--- config.mk ---
export PLATFORM = sky130hd
export DESIGN_NAME = time_keeper
export DESIGN_NICKNAME = d
export VERILOG_FILES = /design/src/rtl/time_keeper.sv
export SDC_FILE = /design/constraint.sdc
export NUM_CORES = 1
export LEC_CHECK = 0
export CAP_MARGIN = 10
export CORE_ASPECT_RATIO = 1.25
export CORE_MARGIN = 8
export CORE_UTILIZATION = 50
export CTS_BUF_LIST = sky130_fd_sc_hd__clkbuf_16
export DETAILED_ROUTE_END_ITERATION = 8
export GPL_TIMING_DRIVEN = 0
export PLACE_DENSITY = 0.75
export SYNTH_ARGS = -nofsm -noshare
export SYNTH_HDL_FRONTEND = slang
export SYNTH_SLANG_ARGS = --single-unit
export TNS_END_PERCENT = 1
--- constraint.sdc ---
create_clock -name clk -period 2.3 [get_ports clk]
set_clock_uncertainty 0.05 [all_clocks]
set_input_delay 0.575 -clock clk [delete_from_list [all_inputs] [get_ports clk]]
set_output_delay 0.575 -clock clk [all_outputs]
set_load 0.05 [all_outputs]
--- src/rtl/time_keeper.sv ---
// time_keeper: 24-hour HH:MM:SS counter driven by a 1 Hz tick derived
// from the board clock. It has a button-driven set mode and a seconds
// clear. The hrs/min/sec outputs are binary and come straight from
// registers.
module time_keeper #(
  parameter int CLK_HZ   = 100000000,
  parameter int HOUR_MAX = 23
) (
  input  logic       clk,
  input  logic       reset,
  input  logic       run_en,
  input  logic       set_mode,
  input  logic       btn_hr,
  input  logic       btn_min,
  input  logic       btn_clr,
  output logic [4:0] hrs,
  output logic [5:0] min,
  output logic [5:0] sec,
  output logic       sec_tick
);

  // Guard against a zero-width counter when CLK_HZ is 1.
  localparam int            PW     = (CLK_HZ > 1) ? $clog2(CLK_HZ) : 1;
  localparam logic [PW-1:0] PSC_TC = PW'(CLK_HZ - 1);
  localparam logic [4:0]    HMAX   = 5'(HOUR_MAX);
  localparam logic [5:0]    MS_MAX = 6'd59;

  logic [PW-1:0] psc, psc_nxt;
  logic [4:0]    hrs_nxt;
  logic [5:0]    min_nxt, sec_nxt;
  logic          hr_q, min_q, clr_q;
  logic          hr_rise, min_rise, clr_rise;
  logic          counting, tick;

  // Button rising edges. Hour and minute edges only count in set mode.
  // Clear counts in every mode, and it outranks a coincident tick.
  always_comb begin
    hr_rise  = btn_hr  & ~hr_q  & set_mode;
    min_rise = btn_min & ~min_q & set_mode;
    clr_rise = btn_clr & ~clr_q;
    counting = run_en & ~set_mode;
    tick     = counting & (psc == PSC_TC) & ~clr_rise;
  end

  // Next time value. The tick carry chain and the set-mode increments are
  // mutually exclusive because counting is gated off in set mode.
  always_comb begin
    psc_nxt = psc;
    sec_nxt = sec;
    min_nxt = min;
    hrs_nxt = hrs;
    if (clr_rise) begin
      psc_nxt = '0;
      sec_nxt = '0;
    end else if (counting) begin
      if (psc == PSC_TC) begin
        psc_nxt = '0;
        if (sec == MS_MAX) begin
          sec_nxt = '0;
          if (min == MS_MAX) begin
            min_nxt = '0;
            hrs_nxt = (hrs == HMAX) ? 5'd0 : hrs + 5'd1;
          end else begin
            min_nxt = min + 6'd1;
          end
        end else begin
          sec_nxt = sec + 6'd1;
        end
      end else begin
        psc_nxt = psc + 1'b1;
      end
    end
    if (hr_rise)
      hrs_nxt = (hrs == HMAX) ? 5'd0 : hrs + 5'd1;
    if (min_rise)
      min_nxt = (min == MS_MAX) ? 6'd0 : min + 6'd1;
  end

  // State registers. During reset the edge detectors load the live button
  // levels, so a button held through reset does nothing when reset drops.
  always_ff @(posedge clk) begin
    hr_q  <= btn_hr;
    min_q <= btn_min;
    clr_q <= btn_clr;
    if (reset) begin
      psc      <= '0;
      hrs      <= '0;
      min      <= '0;
      sec      <= '0;
      sec_tick <= 1'b0;
    end else begin
      psc      <= psc_nxt;
      hrs      <= hrs_nxt;
      min      <= min_nxt;
      sec      <= sec_nxt;
      sec_tick <= tick;
    end
  end

endmodule

==> key figures, run 1 <==
Drt
  • Wirelength per Cell: 14.0 um
  • Initial DRC Count: 83
  • Total Wirelength: 5.24 mm
  • Residual DRC: 0
  • Post-DRT Antenna Nets: 0
  • First-pass DRT Iterations: 4
  • Via density: roughly 5.6
  • Via count: 2,112

Synth
  • Synth cell types: a little over 50
  • Ys async rst share: 0%
  • Synth warn: 0
  • Most common cell in the netlist: dfxtp_1
  • Area contributors post-synth: dfxtp_1 (40%), xnor2_1 (7.0%), nor2_1 (5.8%)
  • Sequential share of the synthesized area: 40.4%
  • Mapped cell area: 0.00238 sq mm
  • Syn avg cell area: roughly 8.5 sq um
  • Synthesized net count: 292
  • EDFF count, synth: 0
  • Synth top cells by count: dfxtp_1 (48), nor2_1 (37), nand2_1 (23), xnor2_1 (19), nand3_1 (18)
  • Post-synth top area cell: dfxtp_1
  • Mapped Cells: between 200 and 300
  • Post-synth top area share: about two fifths
  • Synthesis-stage register bit count: 48
  • Synth Flop Type: dfxtp_1

Clock tree
  • CTS Hold Bufs: 0
  • Clock Latency Late Sink: between 0.2 and 0.3 ns
  • Clock Tree Root: clkbuf_16
  • Max clock buf depth: 2
  • CTS Sinks: 48
  • H-tree depth: 2
  • CTS tree: done
  • Clock transition at path regs: 0.06 ns
  • CTS buffer count: 5

Status
  • Outcome: finished, violations left
  • Failing checks: negative setup slack

Global route
  • Gr ovfl total: 0
  • Antenna violations before repair: 0
  • Gr usage total: between 10% and 20%
  • Largest net degree at the start of global routing: 16
  • First-pass GRT wire length: 9.15 mm
  • Vias in the first global route: ~2k

Power
  • Pwr dens: between 500 and 600 mW/mm^2
  • Leak pwr: 1.04 nW
  • Total Power: about 0.0016 W
  • Worst vdd ir: 0.000308 V

Timing
  • Final hold viol count: 0
  • Setup slack after layout: -0.201 ns
  • Worst hold margin: 0.427 ns
  • # setup viols final: 29
  • F_max: between 300 and 400 MHz
  • Worst slew pin tran: about 0.51 ns
  • Count of pins over their slew limit: 0
  • Minimum clock period: 2.50 ns
  • RSZ-0062 raised after global routing: true
  • Final worst-path cycle share: 109%
  • Slew Limit Headroom: 66.0%

Floorplan
  • Area of the core: 0.00466 sq mm
  • Die height: 93.1 um
  • Chip width: 77.7 um
  • IO Pins: 25
  • Cell Rows: 28
  • Die area: 0.00723 sq mm
  • Initial core utilization: between 50 and 60%

Setup path
  • CP Launch Type: flip-flop
  • Worst EP arrival: 2.67 ns
  • Kind of end point of the critical path: flip-flop
  • Register-to-register setup slack: -0.20 ns
  • WP data required: between 2 and 2.5 ns
  • Worst R2R Start: psc[11]
  • Largest fanout on the critical path: 6
  • Critical path origin: psc[11]
  • Crit Reg-Reg Endpoint: sec[5]
  • Path type of the worst setup path: reg2reg
  • Reg2Reg Depth: 5
  • CP Capture Point: sec[5]

Cells and area
  • Post-layout util: between 60% and 70%
  • Final non-filler cell total: 375
  • Antenna diodes: 0
  • Share of cells above drive strength 1: ~14%
  • Final #Nets: 325
  • Area Overhead vs Synth: 24.3%
  • Cell area after layout: about 0.003 sq mm
  • # fillers: 390

Place
  • Placed cell count: 365
  • Port Buffers: 24
  • HPWL after DPL: 3.70 mm
  • Gpl congestion: between 0.8 and 0.9
  • Placed cell area: 0.00270 sq mm

Hold path
  • Min-delay worst type: reg2reg
  • Hold depth: 2

Flow run
  • Max-Cap Viols: 0
## area by class of cell
type                            instances  area [sq um]  share of cell area, %
Multi-Input combinational cell        215          1390                   47.1
Tap cell                               60          75.1                   2.54
Buffer                                  9          80.1                   2.71
Clock inverter                          3          18.8                  0.635
Timing Repair Buffer                   27           268                   9.06
Sequential cell                        48           967                   32.7
Inverter                                8          30.0                   1.02
Clock buffer                            5           125                   4.23
## placed cells by master, fill, tap and decap left out, types with 3 or more instances in the layout
master           netlist  final
nand3_1               18     18
and3b_1                3      3
or3_4                  1      3
a21oi_1                9      6
o21ai_0               13     10
and3_1                 6      6
nor3_1                 9      9
or3_2                  3      3
nand4_1                6      6
nor2_1                37     37
inv_1                  7      7
clkdlybuf4s50_1        0     22
buf_6                  1      5
nor4_1                 9      6
ha_1                   4      4
dfxtp_2                0      5
xor2_1                 5      5
nor2b_1                6      5
dfxtp_1               48     43
nand3b_1               3      3
a21oi_2                0      3
xnor2_1               19     19
clkbuf_16              0      5
mux2i_1                6      6
buf_4                  0      3
nand2_1               23     23
o21ai_1                0      3
## registers in the layout (all words and copies together), names as in the netlist
| signal | count |
|---|---|
| clr_q | 1 |
| hrs | 5 |
| sec_tick | 1 |
| min_q | 1 |
| min | 6 |
| hr_q | 1 |
| psc | 27 |
| sec | 6 |
## worst max-delay path: stages, from the launching register on
cell and delay [ns]:
dfxtp_2 0.33, or4_1 0.53, or4_4 0.45, or3_4 0.42
or3_2 0.49, a21oi_2 0.16
## per-layer routing
layer	track usage, %	share of wire, %	vias up
li1	-	-	1064
met3	4.32	5.0	8
met2	27.4	51	49
met1	15.9	42	991
met5	0	0	-
met4	5.05	1.4	0
## how the worst min path moves through the flow
stage	start	endpoint
after floorplan	psc[6]	psc[6]
after global placement	sec[1]	sec[1]
after detailed placement	sec[1]	sec[1]
after CTS	sec[1]	sec[1]
after global routing	sec[1]	sec[1]
final	sec[1]	sec[1]
## per-stage QoR
stage | TNS [ns] | worst slack, ns
global route | -5.16 | -0.262
CTS | -3.69 | -0.198
detailed placement | -24.89 | -0.925
global placement | -24.85 | -0.868
finish | -3.29 | -0.201
floorplan | -1.45 | -0.0704
## cell families after synthesis
| logic type | Yosys count | synth area share, % |
|---|---|---|
| mux | 7 | 3.00 |
| simple gates | 146 | 33.2 |
| buf+inv | 18 | 3.73 |
| xor+xnor | 24 | 8.84 |
| fa+ha+maj | 4 | 2.10 |
| compound gates | 34 | 8.73 |
| flops | 48 | 40.4 |
## timing repair
action / CTS / global route
endpoints found under the setup margin: 44 / 40
setup buffers: 3 / 0
gates resized for setup: 21 / 13
endpoints found under the hold margin: 0 / 0
pin swaps: 20 / 4
## power breakdown
group,switching [W],internal (W)
Sequential,0.00000556,0.000838
Combinational,0.0000455,0.0000329
Clock,0.000302,0.000400
Total,0.000353,0.00127
Power figures use the tool's default switching activity.
==> run 2: changes to the inputs <==
Settings changed: GPL_TIMING_DRIVEN 0 to unset.
==> run 2 against run 1 <==
The flow still finishes with violations (negative setup slack). Setup slack better by 0.10 ns. Register-to-register slack better by 0.10 ns. Global-route usage is 0.22 points higher. Total power is 8.0% higher. Die area stayed put. Clock power is 18% higher. Critical path depth stayed put. Sequential cell count stayed put. First-iteration DRC count is 4.8% higher. Sequential share of layout area is 1.5 points lower. Critical path type unchanged. Largest cell class unchanged.
==> key figures, run 2 (same netlist as run 1, synthesis figures left out) <==
Clock tree
  • CTS buffer count: 5
  • CTS tree: done
  • Clock Tree Root: clkbuf_16
  • Clock transition at path regs: about 0.06 ns
  • Clock Latency Late Sink: 0.29 ns
  • Max clock buf depth: 2
  • Postcts setup bufs: 0
  • H-tree depth: 2
  • CTS Hold Bufs: 0
  • CTS Sinks: 48

Hold path
  • Min-delay worst type: reg2reg
  • Worst min-delay path startpoint: sec[1]
  • WHS Endpoint: sec[1]
  • Hold depth: 2

Timing
  • # setup viols final: 31
  • Minimum clock period: 2.40 ns
  • Final hold viol count: 0
  • Slew Limit Headroom: 65.3%
  • Setup slack after layout: -0.0999 ns
  • Final worst-path cycle share: 104%
  • F_max: 417 MHz
  • Count of pins over their slew limit: 0
  • Final TNS setup: -1.73 ns
  • RSZ-0062 raised after global routing: true
  • Worst slew pin tran: 0.518 ns

Cells and area
  • Commonest cells after routing, fill and taps aside: dfxtp_1 (46), nor2_1 (37), buf_4 (30)
  • Post-layout util: between 60% and 70%
  • Commonest non-fill, non-tap cell in the layout: dfxtp_1
  • Register area: 963 sq um
  • Final #Nets: 345
  • Biggest register: psc
  • Antenna diodes: 0
  • Area Overhead vs Synth: 29.9%
  • Regs by FF count: psc: 27 flops, min: 6 flops, sec: 6 flops
  • # fillers: 401
  • Max reg flops: 27
  • Cell area after layout: between 0.003 and 0.004 sq mm
  • Share of cells above drive strength 1: 18.2%
  • Area of the multi-input gates: 0.00137 sq mm

Setup path
  • CP Cell Sequence: or4_4 -> or4_4 -> or3_4 -> or4_1 -> a21oi_1
  • CP top delay family: simple AND/OR/NAND/NOR gates
  • Max incr delay on CP: 0.54 ns
  • CP most frequent cell: or4_4
  • Critical path origin: psc[11]
  • Largest fanout on the critical path: 7
  • Worst EP arrival: 2.57 ns
  • Path type of the worst setup path: reg2reg
  • Kind of end point of the critical path: flip-flop
  • Reg2Reg Depth: 5
  • CP Launch Type: flip-flop
  • WP data required: roughly 2.5 ns
  • Worst R2R Start: psc[11]
  • Critical path's slowest cell: or4_4
  • Register-to-register setup slack: -0.1 ns
  • Crit Reg-Reg Endpoint: sec[2]
  • Critical path buffer and inverter count: 0

Drt
  • Initial DRC Count: slightly below 90
  • Post-DRT Antenna Nets: 0
  • Residual DRC: 0
  • Total Wirelength: 5.42 mm
  • First-pass DRT Iterations: 4
  • Via count: about 2.2k
  • Wirelength per Cell: 13.7 um
  • Via density: 5.52

Place
  • Gpl congestion: 0.789
  • HPWL after DPL: 3.93 mm
  • Port Buffers: 24
  • Placed cell area: 0.00288 sq mm

Floorplan
  • IO Pins: 25
  • Chip width: 77.7 um
  • Die height: 93.1 um
  • Cell Rows: 28
  • Die area: 0.00723 sq mm
  • Area of the core: 0.00466 sq mm
  • Initial core utilization: 51.0%

Power
  • Pwr dens: 568 mW/mm^2
  • Worst vdd ir: 0.000344 V
  • Total Power: about 0.0018 W
  • Leak pwr: 1.11 nW

Flow run
  • Max-Cap Viols: 0

Global route
  • Gr usage total: 15.2%
  • Gr ovfl total: 0
  • Largest net degree at the start of global routing: 19
  • Met2 usage: between 20% and 30%
  • Vias in the first global route: 2,002
  • GR Util met1: between 10% and 20%
  • First-pass GRT wire length: roughly 9 mm
  • Antenna violations before repair: 0
  • GRT met3 Usage: between 3 and 4%
  • GRT busiest layer: met2

Status
  • Failing checks: negative setup slack
  • Outcome: finished, violations left
==> run 2: cell types whose count changed in the layout (fill, tap and decap cells not counted), sizes merged, moves of 2 or more <==
cell           previous run  this run
buf                      10        31
clkbuf                    7         5
clkdlybuf4s50            22        24
clkinv                    4         2
==> run 2: timing repair <==
action | in CTS | in global routing
gates cloned | 1 | 0
pin swaps | 6 | 3
endpoints found under the hold margin | 0 | 0
gates resized for setup | 2 | 7
setup endpoints to repair | 34 | 38
==> run 2: where the power goes <==
| part | internal [W] | total (W) | switching (W) |
|---|---|---|---|
| Clock | 0.000511 | 0.000827 | 0.000316 |
| Combinational | 0.0000378 | 0.0000839 | 0.0000461 |
| Sequential | 0.000838 | 0.000843 | 0.00000520 |
| Total | 0.00139 | 0.00175 | 0.000368 |
==> run 2: cell type report <==
cell class              count  area share (%)
clock buffers               5            4.05
repair buffers             55            15.7
inverters                   8           0.972
flip-flops and latches     48            31.2
well taps                  60            2.43
clock inverters             3            1.38
multi-input cells         216            44.3
==> run 2: routing by layer <==
metal | vias up | wire length (um)
met5 | - | 0
met4 | 0 | 38
met3 | 6 | 230
met2 | 37 | 2740
met1 | 1028 | 2410
li1 | 1109 | -
==> run 2: worst max-delay path by stage <==
stage / depth (start not counted) / slack, ns / endpoint
3_3_place_gp: 6 / -0.31 / sec[2]
5_1_grt: 5 / -0.17 / sec[2]
3_5_place_dp: 6 / -0.33 / sec[2]
4_1_cts: 5 / -0.11 / sec[2]
2_1_floorplan: 6 / -0.07 / sec[1]
6_report: 5 / -0.1 / sec[2]
==> run 2: worst reg2reg max path, stage by stage (launching register included) <==
cell	delay, ns
dfxtp_1	0.31
or4_4	0.54
or4_4	0.44
or3_4	0.38
or4_1	0.49
a21oi_1	0.13
==> run 2: metrics by stage <==
step | setup WS, ns | instances | hold slack, ns
final | -0.0999 | 395 | 0.441
after global routing | -0.175 | 395 | 0.461
after CTS | -0.107 | 395 | 0.433
after detailed placement | -0.332 | 386 | 0.420
after global placement | -0.305 | 386 | 0.410
after floorplan | -0.0704 | 281 | 0.422
==> run 3: changes to the inputs <==
Settings changed: CORE_ASPECT_RATIO 1.25 to 1.1, SKIP_LAST_GASP set to 1.
==> run 3 against run 2 <==
The flow still finishes with violations (negative setup slack). Global-route usage up 0.68 points. Wire length is 2.5% higher. Clock-buffer cell count is the same. Total power fell by 7.1%. Maximum frequency is 2.2% lower. Non-clock buffer count increased by 4. Die area shrank 0.16%. Final cell count unchanged. Sequential power barely moved. Critical path depth unchanged. Largest power group unchanged.
==> key figures, run 3 (same netlist as run 1, synthesis figures left out) <==
Setup path
  • WP data required: 2.47 ns
  • Worst EP arrival: 2.62 ns
  • Largest fanout on the critical path: 6
  • Path type of the worst setup path: reg2reg
  • Kind of end point of the critical path: flip-flop
  • Worst R2R Start: psc[11]
  • Critical path origin: psc[11]
  • CP Launch Type: flip-flop

Timing
  • Count of pins over their slew limit: 0
  • Worst hold margin: 0.423 ns
  • Final hold viol count: 0
  • RSZ-0062 raised after global routing: true
  • Minimum clock period: 2.45 ns
  • Worst slew pin tran: slightly above 0.5 ns
  • # setup viols final: 31
  • F_max: 407 MHz
  • Slew Limit Headroom: between 60 and 70%
  • Setup slack after layout: -0.155 ns
  • Final worst-path cycle share: 107%
  • Final TNS setup: -1.29 ns

Cells and area
  • Area Overhead vs Synth: 29.4%
  • Share of cells above drive strength 1: between 10% and 20%
  • Biggest register: psc
  • Regs by FF count: psc: 27 flops, min: 6 flops, sec: 6 flops
  • Final #Nets: approximately 350
  • # fillers: 387
  • Commonest cells after routing, fill and taps aside: dfxtp_1 (46), nor2_1 (37), buf_4 (33)
  • Max reg flops: 27
  • Commonest non-fill, non-tap cell in the layout: dfxtp_1
  • Antenna diodes: 0

Global route
  • Antenna violations before repair: 0
  • Vias in the first global route: roughly 2.1k
  • Gr usage total: around 16%
  • Largest net degree at the start of global routing: 15
  • First-pass GRT wire length: ~9 mm
  • Gr ovfl total: 0

Drt
  • Total Wirelength: 5.56 mm
  • Initial DRC Count: 109
  • Residual DRC: 0
  • Wirelength per Cell: between 10 and 15 um
  • Via count: about 2.2k
  • First-pass DRT Iterations: 4
  • Post-DRT Antenna Nets: 0
  • Via density: 5.63

Power
  • Pwr dens: around 530 mW/mm^2
  • Total Power: 0.00163 W
  • Internal: 0.00128 W
  • Net Sw Frac: 21.5%
  • Clock power share: 42.5%
  • Flop pwr share: 51.7%
  • Leak pwr: around 1.1 nW
  • Worst vdd ir: 0.000272 V
  • Combinational Power Share: 5.8%
  • P_sw: ~0.00035 W

Hold path
  • Worst min-delay path startpoint: sec[1]
  • Min-delay worst type: reg2reg

Floorplan
  • Cell Rows: 26
  • Die height: around 90 um
  • Die area: ~0.0072 sq mm
  • IO Pins: 25
  • Initial core utilization: 51.5%
  • Area of the core: between 0.004 and 0.005 sq mm
  • Chip width: 81.8 um

Clock tree
  • CTS Sinks: 48
  • CTS tree: done
  • H-tree depth: 2
  • CTS buffer count: 5
  • Clock Latency Late Sink: 0.29 ns
  • CTS Hold Bufs: 0
  • Clock transition at path regs: roughly 0.06 ns
  • Max clock buf depth: 2
  • Clock Tree Root: clkbuf_16

Place
  • Port Buffers: 24
  • Gpl congestion: 0.819
  • HPWL after DPL: 4.04 mm

Status
  • Outcome: finished, violations left
  • Failing checks: negative setup slack

Flow run
  • Max-Cap Viols: 0
==> run 3: power by group through the flow <==
stage / logic (W) / registers [W] / clock network, W
2_1_floorplan: 0.0000365 / 0.000871 / 0
3_3_place_gp: 0.0000921 / 0.000862 / 0
3_5_place_dp: 0.0000936 / 0.000862 / 0
4_1_cts: 0.0000943 / 0.000843 / 0.000713
5_1_grt: 0.000102 / 0.000844 / 0.000744
6_report: 0.0000941 / 0.000843 / 0.000693
==> run 3: layer usage <==
| layer | wire, um | GRT usage, % | part of all wire [%] |
|---|---|---|---|
| met4 | 110 | 6.87 | 2.0 |
| met2 | 2730 | 26.5 | 49 |
| met3 | 283 | 3.66 | 5.1 |
| met1 | 2430 | 18.7 | 44 |
| met5 | 0 | 0 | 0 |
==> run 3: layout make-up <==
class | instances | area, sq um | area share (%)
inverter | 8 | 30.0 | 0.976
tap | 56 | 70.1 | 2.28
multi-input combinational | 216 | 1350 | 43.8
timing repair buffer | 59 | 528 | 17.2
clock buffer | 5 | 125 | 4.07
clock inverter | 3 | 13.8 | 0.447
sequential | 48 | 963 | 31.3
==> run 3: path summary, 6_finish.rpt <==
check / end / slack (ns) / cells after the start
max: sec[2] / -0.15 / 5
min: sec[1] / 0.42 / 2
min reg2reg: sec[1] / 0.42 / 2
max reg2reg: sec[2] / -0.15 / 5
==> run 3: through the flow <==
| step | utilization (%) | setup slack [ns] | instances | cell area (sq um) |
|---|---|---|---|---|
| finish | 66.6 | -0.155 | 395 | 3080 |
| global route | 66.6 | -0.203 | 395 | 3080 |
| detailed placement | 63.1 | -0.291 | 385 | 2910 |
| floorplan | - | -0.0704 | 281 | 2380 |
| global placement | 63.1 | -0.244 | 385 | 2910 |
| CTS | 66.4 | -0.108 | 395 | 3070 |
==> run 3: repair_timing <==
action | 4_1_cts | 5_1_grt
buffers inserted | 1 | 0
cloned | 1 | 0
pin swaps | 1 | 0
gates resized for setup | 0 | 3
endpoints found under the setup margin | 34 | 37
==> run 3: worst max-delay path, stage by stage, from the launching register on <==
cell	delay, ns
dfxtp_1	0.31
or4_1	0.53
or4_4	0.46
or3_4	0.38
or4_1	0.51
a21oi_2	0.16
==> edit, RTL diff (flow settings as in run 1) <==
Change the parameter `HOUR_MAX` from 23 to 17.
--- a/src/rtl/time_keeper.sv
+++ b/src/rtl/time_keeper.sv
@@ -4,7 +4,7 @@
 // registers.
 module time_keeper #(
   parameter int CLK_HZ   = 100000000,
-  parameter int HOUR_MAX = 23
+  parameter int HOUR_MAX = 17
 ) (
   input  logic       clk,
   input  logic       reset,
Function: same outputs for any inputs over 10 cycles, from zero or initial values and one cycle with reset high; that may be too few to reach the edited logic, so the function may still have changed.
==> edit against run 1 <==
The flow still finishes with violations (negative setup slack); core utilization up 1.5 points; area after synthesis down 2.4%; total power up 5.2%; first-iteration DRC count up 76%; routed wire length down 8.0%; setup slack better by 92 ps; final area down 2.8%; largest cell class unchanged; critical endpoint is now hrs[3]$_SDFFE_PP0P_; sequential cell count unchanged.
==> edit: results (changes against run 1) <==
* RR Endpoint: hrs[3]$_SDFFE_PP0P_ (was sec[5]$_SDFFE_PP0P_)
* Worst flop-to-flop path startpoint: psc[26]$_SDFFE_PP0P_ (was psc[11]$_SDFFE_PP0P_)
* Status: finished with violations (unchanged)
* Peak supply drop at 0.000520 V (was 0.000308 V)
* Synth cell count leaders: 48 x dfxtp_1, 44 x nor2_1, 21 x nand2_1, 17 x nand3_1, 17 x xnor2_1 (was 48 x dfxtp_1, 37 x nor2_1, 23 x nand2_1, 19 x xnor2_1, 18 x nand3_1)
* P_leak at 1.01 nW (was 1.04 nW)
* Failing checks: negative setup slack (unchanged)
* Final setup margin at -109 ps (was -201 ps)
* Sequential-to-total area share from yosys stat at 0.414 (was 0.404)
* Tot GR Track Use at 0.142 (was 0.150)
* Worst Path Max Fanout at 4 (was 6)
* Syn avg cell area at 8.73 um^2 (was 8.46 um^2)
* Crit Path Class: reg2reg (unchanged)
* Hpwl dp at 3420 um (was 3700 um)
* Slowest CP cell: or4b_4 (was or4_1)
* Top cells by area, synth: dfxtp_1 41%, nor2_1 7.1%, xnor2_1 6.4%, nand3_1 3.7%, nand2_1 3.4% (was dfxtp_1 40%, xnor2_1 7.0%, nor2_1 5.8%, nand3_1 3.8%, nand2_1 3.6%)
* Number of library cell types mapped by synthesis at 50 (was 51)
* Worst slew margin at 0.600 (was 0.660)
* Drt initial violations at 146 (was 83)
* TritonRoute pass-1 iters at 4 (unchanged)
* Largest net degree at the start of global routing at 15 (was 16)
* Setup_tns at -317 ps (was -3290 ps)
* Fillers at 375 (was 390)
* Slowest stage delay, CP at 630 ps (was 530 ps)
* Dpl cells at 348 (was 365)
* Worst Setup EP: hrs[3]$_SDFFE_PP0P_ (was sec[5]$_SDFFE_PP0P_)
* WL per Instance at 13.5 um (was 14.0 um)
* Final setup viols at 6 (was 29)
* Num CTS Buffers at 5 (unchanged)
* First-pass GRT wire length at 8470 um (was 9150 um)
* Via count at 2003 (was 2112)
* Switching share of power at 0.198 (was 0.217)
* Vias per inst at 5.59 (was 5.63)
* GP Congestion at 0.829 (was 0.833)
* Vias in the first global route at 1911 (was 2060)
* Dpl ws at -634 ps (was -925 ps)
* Layout cells sized above 1 at 0.113 (was 0.140)
* Syn Nets at 278 (was 292)
[edit: changes by cell type in the layout (fill, tap and decap cells not counted), moves of 4 or more]
| cell | run 1 | this run |
|---|---|---|
| buf_6 | 5 | 0 |
| nand2_1 | 23 | 19 |
| mux2i_1 | 6 | 2 |
| nor2_1 | 37 | 42 |
| xor2_1 | 5 | 9 |
| o21ai_0 | 10 | 2 |
[edit: cells by family (layout without fill, tap and decap cells)]
kind of cell	Yosys count	after routing	share of synthesized area
AND/OR/NAND/NOR	143	143	0.330
flip-flops	48	48	0.414
AO/OA/AOI/OAI	27	27	0.0846
XOR/XNOR	26	26	0.0981
buffers and inverters	11	45	0.0189
multiplexers	6	6	0.0280
adder cells (fa/ha/maj)	5	5	0.0269
[edit: per-stage QoR]
step	hold slack (ps)	total power, mW	area, um^2
final	433	1.71	2870
after global routing	481	1.77	2870
after CTS	430	1.73	2840
after detailed placement	422	0.933	2640
after global placement	410	0.932	2640
after floorplan	422	0.905	2320
[edit: worst min-delay path by stage]
stage	to	slack [ps]	start
3_5_place_dp	sec[1]$_SDFFE_PP0P_	420	sec[1]$_SDFFE_PP0P_
6_report	sec[1]$_SDFFE_PP0P_	430	sec[1]$_SDFFE_PP0P_
4_1_cts	sec[1]$_SDFFE_PP0P_	430	sec[1]$_SDFFE_PP0P_
5_1_grt	sec[1]$_SDFFE_PP0P_	480	sec[1]$_SDFFE_PP0P_
3_3_place_gp	sec[1]$_SDFFE_PP0P_	410	sec[1]$_SDFFE_PP0P_
2_1_floorplan	psc[6]$_SDFFE_PP0P_	420	psc[6]$_SDFFE_PP0P_
[edit: cell type report]
cell class / count / area share
Clock buffer: 5 / 0.0436
Inverter: 4 / 0.00523
Buffer: 6 / 0.00871
Clock inverter: 3 / 0.0131
Multi-Input combinational cell: 207 / 0.478
Sequential cell: 48 / 0.335
Timing Repair Buffer: 27 / 0.0910
Tap cell: 58 / 0.0253
[edit: layer usage]
metal  global-route usage  part of all wire
met1                0.158              0.43
met2                0.243              0.50
met3               0.0449             0.044
met4               0.0579             0.017
met5                    0                 0
[edit: power groups by stage]
stage | sequential (mW) | combinational, mW | clock, mW
5_1_grt | 0.844 | 0.0801 | 0.845
2_1_floorplan | 0.869 | 0.0353 | 0
4_1_cts | 0.843 | 0.0711 | 0.820
3_3_place_gp | 0.862 | 0.0704 | 0
3_5_place_dp | 0.862 | 0.0709 | 0
6_report | 0.843 | 0.0722 | 0.793
[edit: tightest hold or removal path, stage by stage, from the launching register on]
cell	delay, ps
dfxtp_2	330
nand2_1	60
a21oi_1	50
[edit: timing repair]
action | in CTS | in global routing
hold buffers | 0 | 0
setup buffers | 3 | 0
pin swaps | 2 | 1
endpoints found under the setup margin | 42 | 37
resized for setup | 7 | 8
